==> src/rtl/pvr_vram_arb.sv <==
// pvr_vram_arb: round-robin arbiter for the shared PVR VRAM port.
// Serves RA parser (0), ISP (1) and TSP (2); one access in flight.
module pvr_vram_arb #(
    parameter int NREQ    = 3,
    parameter int TIMEOUT = 1023
) (
    input  logic               clock,
    input  logic               reset_n,
    input  logic [NREQ-1:0]    req_rd,
    input  logic [NREQ-1:0]    req_wr,
    input  logic [NREQ*24-1:0] req_addr,
    input  logic [NREQ*32-1:0] req_wdata,
    output logic [NREQ-1:0]    req_wait,
    output logic [NREQ-1:0]    req_valid,
    output logic [31:0]        req_dout,
    output logic               mem_rd,
    output logic               mem_wr,
    output logic [23:0]        mem_addr,
    output logic [31:0]        mem_wdata,
    input  logic               mem_wait,
    input  logic               mem_valid,
    input  logic [31:0]        mem_din,
    output logic [1:0]         grant_id,
    output logic               busy,
    output logic               err_timeout
);

    localparam int GW  = (NREQ > 1) ? $clog2(NREQ) : 1;
    localparam int CW0 = $clog2(TIMEOUT + 1);
    localparam int CW  = (CW0 < 10) ? 10 : CW0;
    // Counter value seen in the TIMEOUT-th DATA cycle without mem_valid.
    localparam logic [CW-1:0] CNT_LAST = CW'(TIMEOUT - 1);

    typedef enum logic [1:0] {
        IDLE,
        ISSUE,
        DATA
    } state_t;

    state_t          state;
    logic [GW-1:0]   grant;
    logic [GW-1:0]   last_grant;
    logic [GW-1:0]   pick;
    logic            found;
    logic            op_wr;
    logic [CW-1:0]   wd_cnt;
    logic [NREQ-1:0] pend;

    assign pend     = req_rd | req_wr;
    assign busy     = (state != IDLE);
    assign grant_id = 2'(grant);

    // Round-robin search starting one past the last granted requester.
    always_comb begin
        pick  = '0;
        found = 1'b0;
        for (int k = 1; k <= NREQ; k++) begin
            if (!found && pend[(int'(last_grant) + k) % NREQ]) begin
                found = 1'b1;
                pick  = GW'((int'(last_grant) + k) % NREQ);
            end
        end
    end

    // Only the granted requester sees wait drop, and only in its accept cycle.
    always_comb begin
        req_wait = '1;
        if (state == ISSUE && !mem_wait) begin
            req_wait[grant] = 1'b0;
        end
    end

    // Arbitration FSM with registered VRAM strobes, read return and watchdog.
    always_ff @(posedge clock or negedge reset_n) begin
        if (!reset_n) begin
            state       <= IDLE;
            grant       <= '0;
            last_grant  <= GW'(NREQ - 1);
            op_wr       <= 1'b0;
            wd_cnt      <= '0;
            mem_rd      <= 1'b0;
            mem_wr      <= 1'b0;
            mem_addr    <= '0;
            mem_wdata   <= '0;
            req_valid   <= '0;
            req_dout    <= '0;
            err_timeout <= 1'b0;
        end else begin
            req_valid <= '0;
            unique case (state)
                IDLE: begin
                    if (found) begin
                        grant      <= pick;
                        last_grant <= pick;
                        // A write wins; a co-pending read re-arbitrates later.
                        op_wr      <= req_wr[pick];
                        mem_wr     <= req_wr[pick];
                        mem_rd     <= !req_wr[pick];
                        mem_addr   <= req_addr[int'(pick)*24 +: 24];
                        mem_wdata  <= req_wdata[int'(pick)*32 +: 32];
                        state      <= ISSUE;
                    end
                end
                ISSUE: begin
                    if (!mem_wait) begin
                        mem_rd <= 1'b0;
                        mem_wr <= 1'b0;
                        wd_cnt <= '0;
                        state  <= op_wr ? IDLE : DATA;
                    end
                end
                DATA: begin
                    if (mem_valid) begin
                        req_valid[grant] <= 1'b1;
                        req_dout         <= mem_din;
                        state            <= IDLE;
                    end else if (wd_cnt == CNT_LAST) begin
                        // Lost read data: release the requester with a marker.
                        req_valid[grant] <= 1'b1;
                        req_dout         <= 32'hDEADBEEF;
                        err_timeout      <= 1'b1;
                        state            <= IDLE;
                    end else begin
                        wd_cnt <= wd_cnt + 1'b1;
                    end
                end
                default: state <= IDLE;
            endcase
        end
    end

endmodule

==> config.mk <==
export PLATFORM = sky130hd
export DESIGN_NAME = pvr_vram_arb
export DESIGN_NICKNAME = d
export VERILOG_FILES = /design/src/rtl/pvr_vram_arb.sv
export SDC_FILE = /design/constraint.sdc
export NUM_CORES = 1
export LEC_CHECK = 0
export CAP_MARGIN = 30
export CORE_AREA = 2 2 121 123
export DETAILED_ROUTE_END_ITERATION = 10
export DIE_AREA = 0 0 123 125
export GPL_TIMING_DRIVEN = 1
export PLACE_DENSITY = 0.8
export SLEW_MARGIN = 20
export SYNTH_ARGS = -nofsm -noshare
export SYNTH_HDL_FRONTEND = slang
export SYNTH_SLANG_ARGS = --single-unit
export TNS_END_PERCENT = 5
==> constraint.sdc <==
create_clock -name clock -period 4.48 [get_ports clock]
set_input_delay 1.12 -clock clock [delete_from_list [all_inputs] [get_ports clock]]
set_output_delay 1.12 -clock clock [all_outputs]
set_load 0.03 [all_outputs]
==> impl_metrics.toml, run 1 <==
[sta]
fin_ws_ns = 0.3531
tns_ns = 0
fin_crit_ns = 4.127
hold_viol_final = 0
rsz0062_at_grt = "false"
worst_pin_slew_ns = 0.8864
finalCritPeriodShare = 0.9212
maxSlewHeadroom = 0.4091
clock_skew_ns = 0.009129
slew_viol_final = 0
fmax_mhz = 242.3
setup_viol = 0

[floorplanning]
chipWidth_um = 123
die_h_um = 125
dieArea_um2 = 15380
initial_utilization = 0.3727
core_um2 = 14200
io_pins = 310
rows = 44

[setup_path]
ff2ff_path_depth = 9
critical_path.max_fanout = 8
r2r-end = "mem_wdata[12]$_DFFE_PN0P_"
cp_common_cell = "clkdlybuf4s50_1"
r2r_start = "grant_id[0]$_DFFE_PN0P_"
cp.buffers_inverters = 2
critPathCaptureType = "output pin"
r2r_slack_ns = 1.38
critical-path-slowest-cell = "clkdlybuf4s50_1"
critical_path_class = "in -> out"
worstPathRequired_ns = 3.36
crit_arrival_ns = 3.01
startpoint_type = "input pin"
critPathTopFamily = "buffers and inverters"
crit_chain = "clkdlybuf4s50_1 > nor2b_1 > nand2_1 > or3_1 > clkdlybuf4s50_1"
crit_path_max_incr_delay_ns = 0.60

[synthesis]
ys.flop_type = "dfrtp_1"
ys_ff_latch = 110
syn_nets = 678
ys_warn_count = 0
yosys.area.top_type = "dfrtp_1"
async_reset_ff_frac = 1.000
synth_seq_area_share = 0.5202
syn_avg_cell_area_um2 = 11.46
syn_inst = 462
netlist_area_um2 = 5294
synth_top_cell_area_share = 0.5152
synth_area_leaders = "dfrtp_1 52%, mux2i_1 11%, a22oi_1 8.1%"
synth-edff-count = 0
synth.distinct_cells = 51

[placement]
portBuffers = 309
dp.cells = 931
gp_congestion = 0.8844
dp_worst_setup_slack_ns = 0.3899
dp_hpwl_um = 14050

[pwr]
comb_power_share = 0.623
swShare = 0.4465
power.switching_mw = 2.936
ir_worst_vdd_uv = 485.9
clock_power_share = 0.114
p_int_mw = 3.639
p_seq_frac = 0.263
leakage_nw = 3.601
p_per_area_nw_per_um2 = 746.3

[routing]
drt-initial-drc-count = 233
drc = 0
vias_per_cell = 5.326
ant_nets = 0
dr_total_vias = 5044
totalWireLength_um = 17830
first_pass_iters = 5
wire_per_inst_um = 18.83

[global_route]
grtUsageTotal = 0.2343
grt-ovfl-total = 0
grt_pass1_vias = 5366
grtUsageMet3 = 0.05109
grt_use_met1 = 0.2667
grt_max_degree = 55
busiest_layer = "met2"
grt_pass1_wl_um = 28120
antenna_found_initial = 0
grt_use_met2 = 0.4264

[cts]
path_clk_slew_ns = 0.07
cts_resized = 0
clock_path_buffers = 2
cts.sinks = 110
clockRootBuffer = "clkbuf_16"
worstSkewPairLatency_ns = 0.34
cts_hold_buf = 0
cts_tree = "done"
numCtsBuffers = 9
post_cts_buffers = 0
cts_max_level = 3

[final_layout]
layoutNonFillerInstCount = 947
nets = 974
diodes = 0
layout-drive-gt1-share = 0.04718
area_growth_pct = 66.44

[hold_path]
hp-start = "op_wr$_DFFE_PN0P_"
min_path_type = "reg -> reg"
hold_end = "state[1]$_DFFE_PN0P_"
hold_depth = 1

[run]
cap_violations = 0

[status]
outcome = "finished clean"
## layout by cell type (no fill, tap or decap), drive strengths merged, types with 2 or more instances in the layout
| cell | n |
|---|---|
| a211o | 2 |
| a21o | 3 |
| ha | 6 |
| clkinv | 2 |
| clkbuf | 13 |
| nor2 | 12 |
| nor3b | 3 |
| buf | 11 |
| a211oi | 3 |
| nand2b | 3 |
| o21a | 2 |
| nand3 | 11 |
| o21ai | 66 |
| mux2i | 57 |
| dfrtp | 109 |
| and2 | 3 |
| o311ai | 2 |
| a22oi | 57 |
| nor3 | 10 |
| nand2 | 8 |
| or3 | 5 |
| a22o | 8 |
| xnor2 | 3 |
| inv | 8 |
| clkdlybuf4s50 | 308 |
| a21oi | 4 |
| xor2 | 3 |
| o22a | 24 |
| nor4 | 3 |
## layer usage
layer	wire length [um]	up-vias
met3	1093	27
met5	0	-
met1	6665	2482
li1	-	2339
met2	9679	196
met4	395	0
## worst register-to-register path: stages (launching register included)
cell and delay [ns]:
dfrtp_1 0.51, inv_1 0.20, ha_1 0.46, nand2b_1 0.21, o32ai_2 0.15, or4_4 0.55
o21ai_4 0.35, buf_12 0.30, a22oi_1 0.19, o21ai_0 0.11
## cell type report
class	count	area [um^2]
Fill cell	1169	5393
Timing Repair Buffer	319	3211
Sequential cell	110	2754
Multi-Input combinational cell	310	2315
Clock buffer	13	250.2
Tap cell	184	230.2
Inverter	8	30.03
Clock inverter	3	21.27
## flip-flops by register name, summed over array words and instances, names as in the netlist, 2 cells and up
signal,flops
grant_id,2
mem_addr,24
mem_wdata,32
req_dout,32
req_valid,3
state,2
wd_cnt,10
## power by group through the flow
stage                     sequential (mW)  clock, mW  combinational (mW)
after global routing                 1.79      0.819                4.39
after CTS                            1.73      0.772                4.13
after global placement               1.72          0                4.01
final                                1.73      0.749                4.10
after floorplan                      2.50          0                1.82
after detailed placement             1.74          0                4.12
## cell families (layout without fill, tap and decap cells)
group / Yosys count / count (layout) / share of synthesized area
AO/OA/AOI/OAI: 179 / 179 / 0.2364
adder cells (fa/ha/maj): 6 / 6 / 0.01418
flip-flops: 110 / 110 / 0.5202
multiplexers: 57 / 57 / 0.1078
XOR/XNOR: 6 / 6 / 0.009929
AND/OR/NAND/NOR: 62 / 62 / 0.06665
buffers and inverters: 42 / 343 / 0.04490
## metrics by stage
stage / hold WS, ns / power (mW) / utilization / cell area (um^2)
after floorplan: 0.4401 / 4.324 / - / 5294
final: 0.4768 / 6.575 / 0.6203 / 8811
after global placement: 0.4530 / 5.728 / 0.5993 / 8512
after detailed placement: 0.4602 / 5.864 / 0.6012 / 8539
after CTS: 0.4800 / 6.632 / 0.6203 / 8811
after global routing: 0.4978 / 6.990 / 0.6203 / 8811
## worst max-delay path by stage
| stage | from | slack, ns | to | depth (start not counted) |
|---|---|---|---|---|
| finish | mem_wait | 0.35 | req_wait[1] | 5 |
| CTS | mem_wait | 0.38 | req_wait[1] | 5 |
| detailed placement | mem_wait | 0.39 | req_wait[1] | 5 |
| floorplan | mem_wait | 1.42 | req_wait[2] | 4 |
| global placement | mem_wait | 0.49 | req_wait[1] | 5 |
| global route | mem_wait | 0.29 | req_wait[1] | 5 |
## cells in the mapped netlist (all sizes together) (2+ instances only)
| master | number |
|---|---|
| or3 | 5 |
| nand3 | 11 |
| and2 | 3 |
| o21a | 2 |
| mux2i | 57 |
| a21oi | 4 |
| xnor2 | 3 |
| a22oi | 57 |
| a211oi | 3 |
| nand2b | 3 |
| a211o | 2 |
| inv | 8 |
| dfrtp | 109 |
| ha | 6 |
| nand2 | 8 |
| a22o | 8 |
| clkbuf | 15 |
| buf | 19 |
| nor4 | 3 |
| nor2 | 12 |
| o311ai | 2 |
| o22a | 24 |
| o21ai | 66 |
| nor3 | 10 |
| xor2 | 3 |
| a21o | 3 |
| nor3b | 3 |
Power figures use the tool's default switching activity.
==> inputs of run 2 (changes only) <==
- REMOVE_ABC_BUFFERS: default -> 1
- SLEW_MARGIN: 20 -> 5
==> run 2 against run 1 <==
Effect of this change: first-iteration DRC count up 76%; non-clock buffer count unchanged; design area up 0.54%; core utilization up 0.33 points; count of clock-buffer cells in the layout down 2; global-route usage about the same; via count up 2.4%; sequential share of layout area down 0.17 points; sequential cell count unchanged; clock power up 14%; critical path depth unchanged.
==> impl_metrics.toml, run 2 (synthesis gave the netlist of run 1 again) <==
[status]
outcome = "finished clean"

[sta]
rsz0062_at_grt = "false"
maxSlewHeadroom = 0.3752
fmax_mhz = 249.4
slew_viol_final = 0
setup_viol = 0
clock_skew_ns = 0.01538
fin_crit_ns = 4.010
finalCritPeriodShare = 0.8950
hold_ws_ns = 0.4870
hold_viol_final = 0
worst_pin_slew_ns = 0.9371

[placement]
dp_hpwl_um = 13570
portBuffers = 309
gp_congestion = 0.8354
postPlaceCellArea_um2 = 8537

[global_route]
antenna_found_initial = 1
grt_max_degree = 50
grt-ovfl-total = 0
grt_pass1_vias = 5426
grt_pass1_wl_um = 27920
grtUsageTotal = 0.2342

[setup_path]
critical_path_class = "in -> out"
cp_common_cell = "clkdlybuf4s50_1"
crit_path_max_incr_delay_ns = 0.61
worstPathRequired_ns = 3.36
critical_path.max_fanout = 8
critical-path-slowest-cell = "clkdlybuf4s50_1"
crit_chain = "clkdlybuf4s50_1 > nor2b_1 > nand2_1 > or3_1 > clkdlybuf4s50_1"
crit_arrival_ns = 2.89
critPathCaptureType = "output pin"
startpoint_type = "input pin"

[cts]
clockRootBuffer = "clkbuf_16"
path_clk_slew_ns = 0.07
cts_resized = 0
cts_hold_buf = 0
worstSkewPairLatency_ns = 0.35
clock_path_buffers = 2
post_cts_buffers = 0
numCtsBuffers = 9
cts_max_level = 3
cts.sinks = 110
cts_tree = "done"

[routing]
ant_nets = 0
vias_per_cell = 5.450
first_pass_iters = 5
totalWireLength_um = 18000
dr_total_vias = 5167
drc = 0
drt-initial-drc-count = 409
wire_per_inst_um = 18.99

[floorplanning]
dieArea_um2 = 15380
die_h_um = 125
core_um2 = 14200
io_pins = 310
initial_utilization = 0.3727
rows = 44
chipWidth_um = 123

[pwr]
p_per_area_nw_per_um2 = 756.0
leakage_nw = 3.624
power.total_mw = 6.697
ir_worst_vdd_uv = 442.1

[final_layout]
layout_commonest_cell = "clkdlybuf4s50_1"
num-fill-cells = 1143
nets = 974
area_growth_pct = 67.34
top_regs = "mem_wdata (32), req_dout (32), mem_addr (24)"
final_cell_mix = "308 x clkdlybuf4s50_1, 109 x dfrtp_1, 57 x mux2i_1, 57 x a22oi_1, 43 x o21ai_0"
post-route-cell-area_um2 = 8859
layout-drive-gt1-share = 0.04849

[run]
cap_violations = 0

[hold_path]
min_path_type = "reg -> reg"
==> run 2: changes by cell type in the layout (fill, tap and decap cells not counted), sizes merged <==
| cell | delta |
|---|---|
| bufinv | +2 |
| buf | -1 |
| clkbuf | -1 |
| clkinv | -1 |
| diode | +1 |
| inv | +1 |
==> run 2: worst paths after layout <==
check / startpoint / to / slack, ns / cells after the start
worst max register to register: grant_id[0]$_DFFE_PN0P_ / mem_addr[14]$_DFFE_PN0P_ / 1.29 / 9
worst min-delay path: err_timeout$_DFFE_PN0P_ / err_timeout$_DFFE_PN0P_ / 0.49 / 1
worst max-delay path: mem_wait / req_wait[1] / 0.47 / 5
min in group asynchronous: reset_n / wd_cnt[6]$_DFFE_PN0P_ / 0.77 / 1
worst min register to register: err_timeout$_DFFE_PN0P_ / err_timeout$_DFFE_PN0P_ / 0.49 / 1
max in group asynchronous: reset_n / req_dout[19]$_DFFE_PN0P_ / 2.65 / 3
==> run 2: routing by layer <==
metal,track usage,part of all wire,vias to the layer above
li1,-,-,2344
met1,0.2627,0.36,2524
met2,0.4053,0.51,257
met3,0.06980,0.089,42
met4,0.1056,0.033,0
met5,0,0,-
==> run 2: area by class of cell <==
cell class / count / area, um^2 / share of cell area
Antenna cell: 1 / 2.502 / 0.0002825
Clock buffer: 11 / 232.7 / 0.02627
Clock inverter: 5 / 81.33 / 0.009181
Inverter: 8 / 30.03 / 0.003390
Multi-Input combinational cell: 310 / 2315 / 0.2613
Sequential cell: 110 / 2754 / 0.3109
Tap cell: 184 / 230.2 / 0.02599
Timing Repair Buffer: 319 / 3213 / 0.3627
==> run 2: metrics by stage <==
step / setup TNS, ns / setup slack (ns) / utilization / std cells
2_1_floorplan: -74.18 / -1.500 / - / 428
3_3_place_gp: 0 / 0.5004 / 0.5996 / 929
3_5_place_dp: 0 / 0.4762 / 0.6010 / 930
6_report: 0 / 0.4702 / 0.6237 / 948
4_1_cts: 0 / 0.4557 / 0.6232 / 946
5_1_grt: 0 / 0.3669 / 0.6237 / 948
==> run 2: critical path: cells and delay by family <==
kind,cells,cell delay (ns)
buf+inv,2,1.01
simple gates,3,0.76
==> run 2: report_power, final <==
part           total, mW  switching, mW  internal, mW
Combinational       4.12           2.31          1.81
Clock              0.854          0.362         0.492
Sequential          1.72          0.269          1.45
Total               6.70           2.94          3.75
